==> src/rtl/seq_mul.sv <==
// Sequential shift-add multiplier with button-driven operand loads.
// Signed operands are multiplied as magnitudes; the sign is applied when the product is latched.
module seq_mul #(
    parameter int unsigned WIDTH = 8
) (
    input  logic                 clk,
    input  logic                 rst_n,
    input  logic [WIDTH-1:0]     sw,
    input  logic [2:0]           btn,
    input  logic                 signed_mode,
    output logic [2*WIDTH-1:0]   res,
    output logic                 busy,
    output logic                 done
);

    localparam int unsigned PW = 2 * WIDTH;
    localparam int unsigned CW = (WIDTH > 1) ? $clog2(WIDTH) : 1;

    typedef enum logic [1:0] {
        S_IDLE = 2'd0,
        S_RUN  = 2'd1,
        S_DONE = 2'd2
    } state_t;

    state_t          state_q, state_d;
    logic [WIDTH-1:0] op1_q, op1_d;
    logic [WIDTH-1:0] op2_q, op2_d;
    logic [PW-1:0]    mcand_q, mcand_d;
    logic [WIDTH-1:0] mplier_q, mplier_d;
    logic [PW-1:0]    acc_q, acc_d;
    logic             neg_q, neg_d;
    logic [CW-1:0]    cnt_q, cnt_d;
    logic [PW-1:0]    res_q, res_d;
    logic             done_q, done_d;
    logic [PW-1:0]    acc_sum;

    // Absolute value in signed mode; -2^(W-1) maps to 2^(W-1), which still fits W unsigned bits.
    function automatic logic [WIDTH-1:0] magnitude(input logic [WIDTH-1:0] v, input logic sgn);
        if (sgn && v[WIDTH-1]) begin
            return WIDTH'(~v + WIDTH'(1));
        end
        return v;
    endfunction

    always_comb begin
        state_d  = state_q;
        op1_d    = op1_q;
        op2_d    = op2_q;
        mcand_d  = mcand_q;
        mplier_d = mplier_q;
        acc_d    = acc_q;
        neg_d    = neg_q;
        cnt_d    = cnt_q;
        res_d    = res_q;
        done_d   = 1'b0;
        acc_sum  = acc_q + (mplier_q[0] ? mcand_q : '0);

        unique case (state_q)
            S_IDLE: begin
                if (btn[0]) op1_d = sw;
                if (btn[1]) op2_d = sw;
                // Start captures the pre-edge operands, so a same-cycle load only affects later runs.
                if (btn[2]) begin
                    mcand_d  = PW'(magnitude(op1_q, signed_mode));
                    mplier_d = magnitude(op2_q, signed_mode);
                    neg_d    = signed_mode & (op1_q[WIDTH-1] ^ op2_q[WIDTH-1]);
                    acc_d    = '0;
                    cnt_d    = '0;
                    state_d  = S_RUN;
                end
            end
            S_RUN: begin
                acc_d    = acc_sum;
                mcand_d  = mcand_q << 1;
                mplier_d = mplier_q >> 1;
                cnt_d    = cnt_q + CW'(1);
                if (cnt_q == CW'(WIDTH - 1)) begin
                    state_d = S_DONE;
                    done_d  = 1'b1;
                    res_d   = neg_q ? PW'(~acc_sum + PW'(1)) : acc_sum;
                end
            end
            S_DONE: begin
                state_d = S_IDLE;
            end
            default: begin
                state_d = S_IDLE;
            end
        endcase
    end

    always_ff @(posedge clk or negedge rst_n) begin
        if (!rst_n) begin
            state_q  <= S_IDLE;
            op1_q    <= '0;
            op2_q    <= '0;
            mcand_q  <= '0;
            mplier_q <= '0;
            acc_q    <= '0;
            neg_q    <= 1'b0;
            cnt_q    <= '0;
            res_q    <= '0;
            done_q   <= 1'b0;
        end else begin
            state_q  <= state_d;
            op1_q    <= op1_d;
            op2_q    <= op2_d;
            mcand_q  <= mcand_d;
            mplier_q <= mplier_d;
            acc_q    <= acc_d;
            neg_q    <= neg_d;
            cnt_q    <= cnt_d;
            res_q    <= res_d;
            done_q   <= done_d;
        end
    end

    assign res  = res_q;
    assign done = done_q;
    assign busy = (state_q != S_IDLE);

endmodule

==> config.mk <==
export PLATFORM = sky130hd
export DESIGN_NAME = seq_mul
export DESIGN_NICKNAME = d
export VERILOG_FILES = /design/src/rtl/seq_mul.sv
export SDC_FILE = /design/constraint.sdc
export NUM_CORES = 1
export LEC_CHECK = 0
export ABC_AREA = 1
export BUFFER_PORTS_ARGS = -buffer_cell sky130_fd_sc_hd__buf_2
export CORE_MARGIN = 10
export CORE_UTILIZATION = 61
export CTS_CLUSTER_SIZE = 40
export DETAILED_ROUTE_END_ITERATION = 6
export GPL_TIMING_DRIVEN = 0
export PLACE_DENSITY = 0.88
export SLEW_MARGIN = 0
export SYNTH_ARGS = -nofsm -noshare
export SYNTH_HDL_FRONTEND = slang
export SYNTH_SLANG_ARGS = --single-unit
==> constraint.sdc <==
create_clock -name clk -period 3.6 [get_ports clk]
set_clock_uncertainty 0.1 [all_clocks]
set_input_delay 0.36 -clock clk [delete_from_list [all_inputs] [get_ports clk]]
set_output_delay 0.36 -clock clk [all_outputs]
set_load 0.01 [all_outputs]
---- Word level (Yosys, flattened, before mapping) ----
Index checks and enable logic that the tools add are counted.
storage, ports and cells
  register bits ........................... 79
  input port bits ......................... 14
  output and inout bits ................... 18
  logic and storage cells ................. 60
cells by class
  $add $sub $neg .......................... 5
  equal/unequal tests ..................... 4
  multiplexer cells ....................... 25
  bitwise logic cells ..................... 5
  reduce and logical (&&, ||, !) cells .... 11
operators with widths
  operator                                       number
  2-to-1 mux 16 bit                              4
  case mux 16 bit (2 select lines)               2
  2-to-1 mux 8 bit                               5
  adder 16 x 1 -> 16 bit, second input constant  1
  adder 16 bit                                   1
  adder 8 x 1 -> 8 bit, second input constant    2
  inverter 16 bit                                1
  inverter 8 bit                                 2
  case mux 8 bit (2 select lines)                1
  AND reduction 2 bit                            6
  2-to-1 mux 1 bit                               8
  case mux 3 bit (2 select lines)                1
  2-to-1 mux 2 bit                               2
  inequality test 2 bit, second input constant   2
  case mux 2 bit (2 select lines)                1
  nonzero test 2 bit                             2
  adder 3 x 1 -> 3 bit, second input constant    1
  == test 3 bit, second input constant           1
  2-to-1 mux 3 bit                               1
  == test 2 x 1 -> 1 bit, second input constant  1
  logical AND 1 bit                              2
  zero test 2 bit                                1
  bitwise AND 1 bit                              1
  bitwise XOR 1 bit                              1

---- Logic depth before layout (Yosys ltp) ----
  depth in word-level cells ............... 7
  depth in mapped cells ................... 21

---- Worst setup path after synthesis ----
No wires, ideal clock.
  path type ............................... register to register
  start ................................... register mplier_q[0]
  end ..................................... register res_q[8], in the netlist res[8]
  library setup time ...................... 129 ps
  arrival ................................. 2714 ps
  slack ................................... 658 ps
  stages on the path, launching flop included .. 17
  path buffers ............................ 2
  clock period less this slack ............ 2942 ps
  cells stage by stage .................... dfrtp_1 clkbuf_1 clkbuf_1 nand2_1 inv_1 ha_1 fa_1 inv_1 ha_1 inv_1 a21oi_1 nand3_1 nor2_1 nand3_2 o21ai_0 xor2_1 o21ai_0
on the way
  cells in the longest elaborated chain, start to end .. 5
ends and longest elaborated chain
  what                    RTL line  RTL
  start, declared         29        logic [WIDTH-1:0] mplier_q, mplier_d;
  start signal, assigned  109       mplier_q <= mplier_d;
  2-to-1 mux 16 bit (*)   56        acc_sum = acc_q + (mplier_q[0] ? mcand_q : '0);
  adder 16 bit (*)        56
  inverter 16 bit         80        res_d = neg_q ? PW'(~acc_sum + PW'(1)) : acc_sum;
  adder 16 x 1 -> 16 bit  80
  2-to-1 mux 16 bit (*)   80
  end signal, assigned    113       res_q <= res_d;
  end, declared           33        logic [PW-1:0] res_q, res_d;
Mark *: on every way between the ends. The rest lies on a longest branch, timed or not.
A chain may end at the register's enable or synchronous reset.

---- Final worst setup path ----
  start ................................... register mplier_q[0]
  end ..................................... register res_q[14], in the netlist res[14]
The elaborated chain is that of the path after synthesis.

==> impl.org <==
** Critical path
- For the worst setup path, the data required time is 3820 ps.
- Setup Crit Path Kind :: reg2reg
- Path depth of the worst reg2reg path :: 19
- Worst R2R End :: res[14]
- STA classifies the critical path endpoint as a flop.
- The worst setup path is launched from a flop.
- R2R Setup Slk :: about 330 ps
- Data arrival, critical path :: 3480 ps
- Along the worst path, the maximum fanout reaches 10.
- The startpoint identified for the worst register-to-register timing path is mplier_q[0].

** Logic synthesis
- Prevailing post-synth register cell :: sky130_fd_sc_hd__dfrtp_1
- For this run, the number of Yosys warnings is 0.
- Register area share after synthesis :: just over 40%
- Count of mapped cells out of synthesis :: 660
- Async set or reset register ratio after synthesis :: 100%
- The synthesized design contains 79 register bits.
- Number of enable flip-flop cells after synthesis :: 0
- Post-synthesis net count :: 695
- The number of different library cells used by synthesis comes to 36.
- Cell Area, Synth :: about 4800 µm²
- Synthesized area per cell :: 7.31 µm²

** STA
- Number of hold-slack violations in the final timing report :: 0
- The final number of max-transition violations came to 0.
- Across all hold checks on the routed design, the worst slack comes to 153 ps.
- In the post-route analysis, the smallest setup slack over all paths is about 330 ps.
- Adding up every negative setup slack in the final design gives 0 ps.
- Based on the critical path, the design can be clocked at up to 306 MHz.
- Actual transition at the worst max-transition pin :: ~570 ps
- In the finished design, the share of the clock period the worst path needs comes to 90.7%.
- Setup violations remaining at the end of the flow were counted as 0.
- The worst path needs 3270 ps of the cycle, external delays included.
- Relative slew slack :: between 60% and 70%
- Setup repair after global routing left no endpoint under its margin.

** CTS
- In this run the deepest clock path goes through 2 buffers.
- # Post-CTS Setup Buffers :: 0
- Clock latency on the worst-skew pair, taken at its later pin, is 370 ps.
- Number of buffers inserted during clock tree synthesis :: 9
- For this design, the sink count on the clock tree is 79.
- The clock tree synthesis step divided the H-tree into 3 levels.
- Buffer cell driving the clock tree root :: sky130_fd_sc_hd__clkbuf_8
- TritonCTS built the clock tree.
- Post-CTS clock slew at the launch and capture registers of the worst setup and hold paths :: 90 ps

** Layout
- Commonest cells after routing, fill and taps aside :: sky130_fd_sc_hd__nand2_1, sky130_fd_sc_hd__inv_1, sky130_fd_sc_hd__dfrtp_1, sky130_fd_sc_hd__o21ai_0, sky130_fd_sc_hd__nand3_1
- Number of inserted diodes :: 0
- The library cell used most frequently in the layout, excluding fill and tap cells, is sky130_fd_sc_hd__nand2_1.
- The finished cells cover 5370 µm².
- In the final design database the tool counted 738 nets.
- Relative to the synthesized area, the layout overhead comes to 11.3%.
- Fraction of final layout cells sized beyond drive strength 1 :: 11.3%

** GRT
- Pin count of the biggest net entering global routing :: 59
- The number of global-route vias before repair came to 4397.
- First-pass GRT wire length :: between 15 and 20 mm
- The initial antenna violation count was 0.
- Global routing finished with a remaining overflow of 0.
- GRT Overall Usage :: 20.7%

** Worst hold path
- WHS Endpoint :: op1_q[5]
- Beginning of the worst hold path :: sw[5]
- Worst hold path class :: in2reg
- Hold Crit Depth :: 3

** Job
- Number of violations of the max-capacitance limit :: 0

** Pwr
- After layout, the design draws a total of 0.00463 W.
- Maximum vdd ir drop :: ~0.00056 V
- LEAKAGE :: just under 3 nW
- Power spread over the standard cell area amounts to 862 nW/µm².

** Routing
- The detail route stage leaves a number of antenna-violating nets equal to 0.
- The first detailed-routing pass ran for 4 iterations.
- The final layout contains routed wiring with a total length of 11.7 mm.
- Average detailed-routed wire length per instance :: 14.4 µm
- After detailed routing, the number of vias per cell comes to 5.48.
- For this run, design rule violations remaining after detail routing come to 0.
- Across all layers, the routed design uses 4440 vias.
- After the first detailed-routing iteration, the DRC count stood at about 260.

** Die
- In this run the vertical extent of the chip is roughly 110 µm.
- The region available for standard cell placement spans between 7000 and 8000 µm².
- Area of the die :: between 10000 and 15000 µm²
- Top-level I/O count :: 32
- Once the floorplan was initialized, standard cells occupied 62.4% of the core.
- The floorplan has 32 rows.
- Horizontal die dimension :: around 110 µm

** Placement
- DP Worst Slack :: 171 ps
- The congestion estimate from routability-driven global placement came to 0.979.
- Input and output buffers added on the ports amount to 31.
- Post-detail-place hpwl :: 9.02 mm
- In this run the cell area measured after placement is 5130 µm².

** Status
- The run finished with clean final reports.
-- metal layers --
| metal | track usage, % | routed length, µm | up-vias |
|---|---|---|---|
| met3 | 3.78 | 627 | 33 |
| met5 | 0 | 0 | - |
| met1 | 23.8 | 4850 | 2060 |
| met4 | 8.95 | 422 | 0 |
| li1 | - | - | 2201 |
| met2 | 36.6 | 5800 | 146 |
-- area by class of cell --
cell class | instances | area (µm²)
Multi-Input combinational cell | 464 | 2400
Fill cell | 630 | 2360
Sequential cell | 79 | 1980
Inverter | 103 | 387
Timing Repair Buffer | 33 | 195
Tap cell | 102 | 128
Clock buffer | 9 | 124
Clock inverter | 7 | 103
Buffer | 13 | 57.6
-- cells in the mapped netlist, types with 2 or more instances --
library cell,count,area [µm²]
sky130_fd_sc_hd__o21ai_1,3,15.0
sky130_fd_sc_hd__o211ai_1,2,15.0
sky130_fd_sc_hd__o31ai_1,3,22.5
sky130_fd_sc_hd__nor3_1,6,30.0
sky130_fd_sc_hd__nand3_1,36,180
sky130_fd_sc_hd__a21oi_1,14,70.1
sky130_fd_sc_hd__nand4_1,6,37.5
sky130_fd_sc_hd__nor2_1,34,128
sky130_fd_sc_hd__xnor2_1,5,43.8
sky130_fd_sc_hd__o22ai_1,9,56.3
sky130_fd_sc_hd__xor2_1,10,87.6
sky130_fd_sc_hd__o21ai_0,62,310
sky130_fd_sc_hd__dfrtp_1,79,1980
sky130_fd_sc_hd__a22o_1,2,17.5
sky130_fd_sc_hd__clkbuf_1,13,48.8
sky130_fd_sc_hd__inv_2,2,7.51
sky130_fd_sc_hd__inv_1,100,375
sky130_fd_sc_hd__nand3_2,3,30.0
sky130_fd_sc_hd__nor2_2,8,50.1
sky130_fd_sc_hd__ha_1,20,250
sky130_fd_sc_hd__a22oi_1,12,90.1
sky130_fd_sc_hd__nand2_2,13,81.3
sky130_fd_sc_hd__nand2_1,205,769
-- power by group --
part	internal (W)	switching, W
clock	0.000401	0.000380
sequential	0.00126	0.000270
combinational	0.000803	0.00152
total	0.00246	0.00217
-- cell families (layout without fill, tap and decap cells) --
logic type | after synthesis | after routing | share of synthesized area [%]
AO/OA/AOI/OAI | 113 | 113 | 13.6
XOR/XNOR | 15 | 15 | 2.72
adder cells (fa/ha/maj) | 21 | 21 | 5.60
buffers and inverters | 117 | 165 | 9.26
flip-flops | 79 | 79 | 41.0
AND/OR/NAND/NOR | 315 | 315 | 27.8
-- state kept, by name (all words and copies together) (netlist names) --
| name | cells |
|---|---|
| state_q | 2 |
| op1_q | 8 |
| mcand_q | 16 |
| mplier_q | 8 |
| res | 16 |
| op2_q | 8 |
| cnt_q | 3 |
| neg_q | 1 |
| done | 1 |
| acc_q | 16 |
-- critical path, stage by stage (launching register included) --
cell and delay (ps):
sky130_fd_sc_hd__dfrtp_1 510, sky130_fd_sc_hd__clkbuf_2 260, sky130_fd_sc_hd__nand2_1 70, sky130_fd_sc_hd__inv_1 70, sky130_fd_sc_hd__ha_1 230, sky130_fd_sc_hd__fa_1 430
sky130_fd_sc_hd__inv_1 140, sky130_fd_sc_hd__ha_1 190, sky130_fd_sc_hd__inv_1 70, sky130_fd_sc_hd__a21oi_1 120, sky130_fd_sc_hd__nand3_1 120, sky130_fd_sc_hd__nor2_1 190
sky130_fd_sc_hd__nand2_1 100, sky130_fd_sc_hd__nor2_1 100, sky130_fd_sc_hd__nand3_1 100, sky130_fd_sc_hd__o21bai_1 170, sky130_fd_sc_hd__nand2_1 70, sky130_fd_sc_hd__nand2_1 60
sky130_fd_sc_hd__nand2_1 50, sky130_fd_sc_hd__nand2_1 50
-- worst max path at each step --
| stage | startpoint | end | slack (ps) | cells past startpoint |
|---|---|---|---|---|
| after floorplan | mplier_q[0] | res[8] | 660 | 16 |
| after global placement | mplier_q[0] | res[8] | 270 | 16 |
| after detailed placement | mplier_q[0] | res[12] | 170 | 18 |
| after CTS | mplier_q[0] | res[12] | 130 | 18 |
| after global routing | mplier_q[0] | res[14] | 40 | 19 |
| final | mplier_q[0] | res[14] | 330 | 19 |
-- timing repair --
item | CTS | global route
setup endpoints to repair | 0 | 5
resized for setup | 0 | 2
endpoints found under the hold margin | 21 | 0
hold buffers | 1 | 0
-- metrics by stage --
step / instances / util (%)
after global placement: 793 / 66.1
final: 810 / 69.5
after global routing: 810 / 69.5
after floorplan: 660 / -
after CTS: 811 / 69.5
after detailed placement: 794 / 66.5
(Power assumes the default switching activity.)
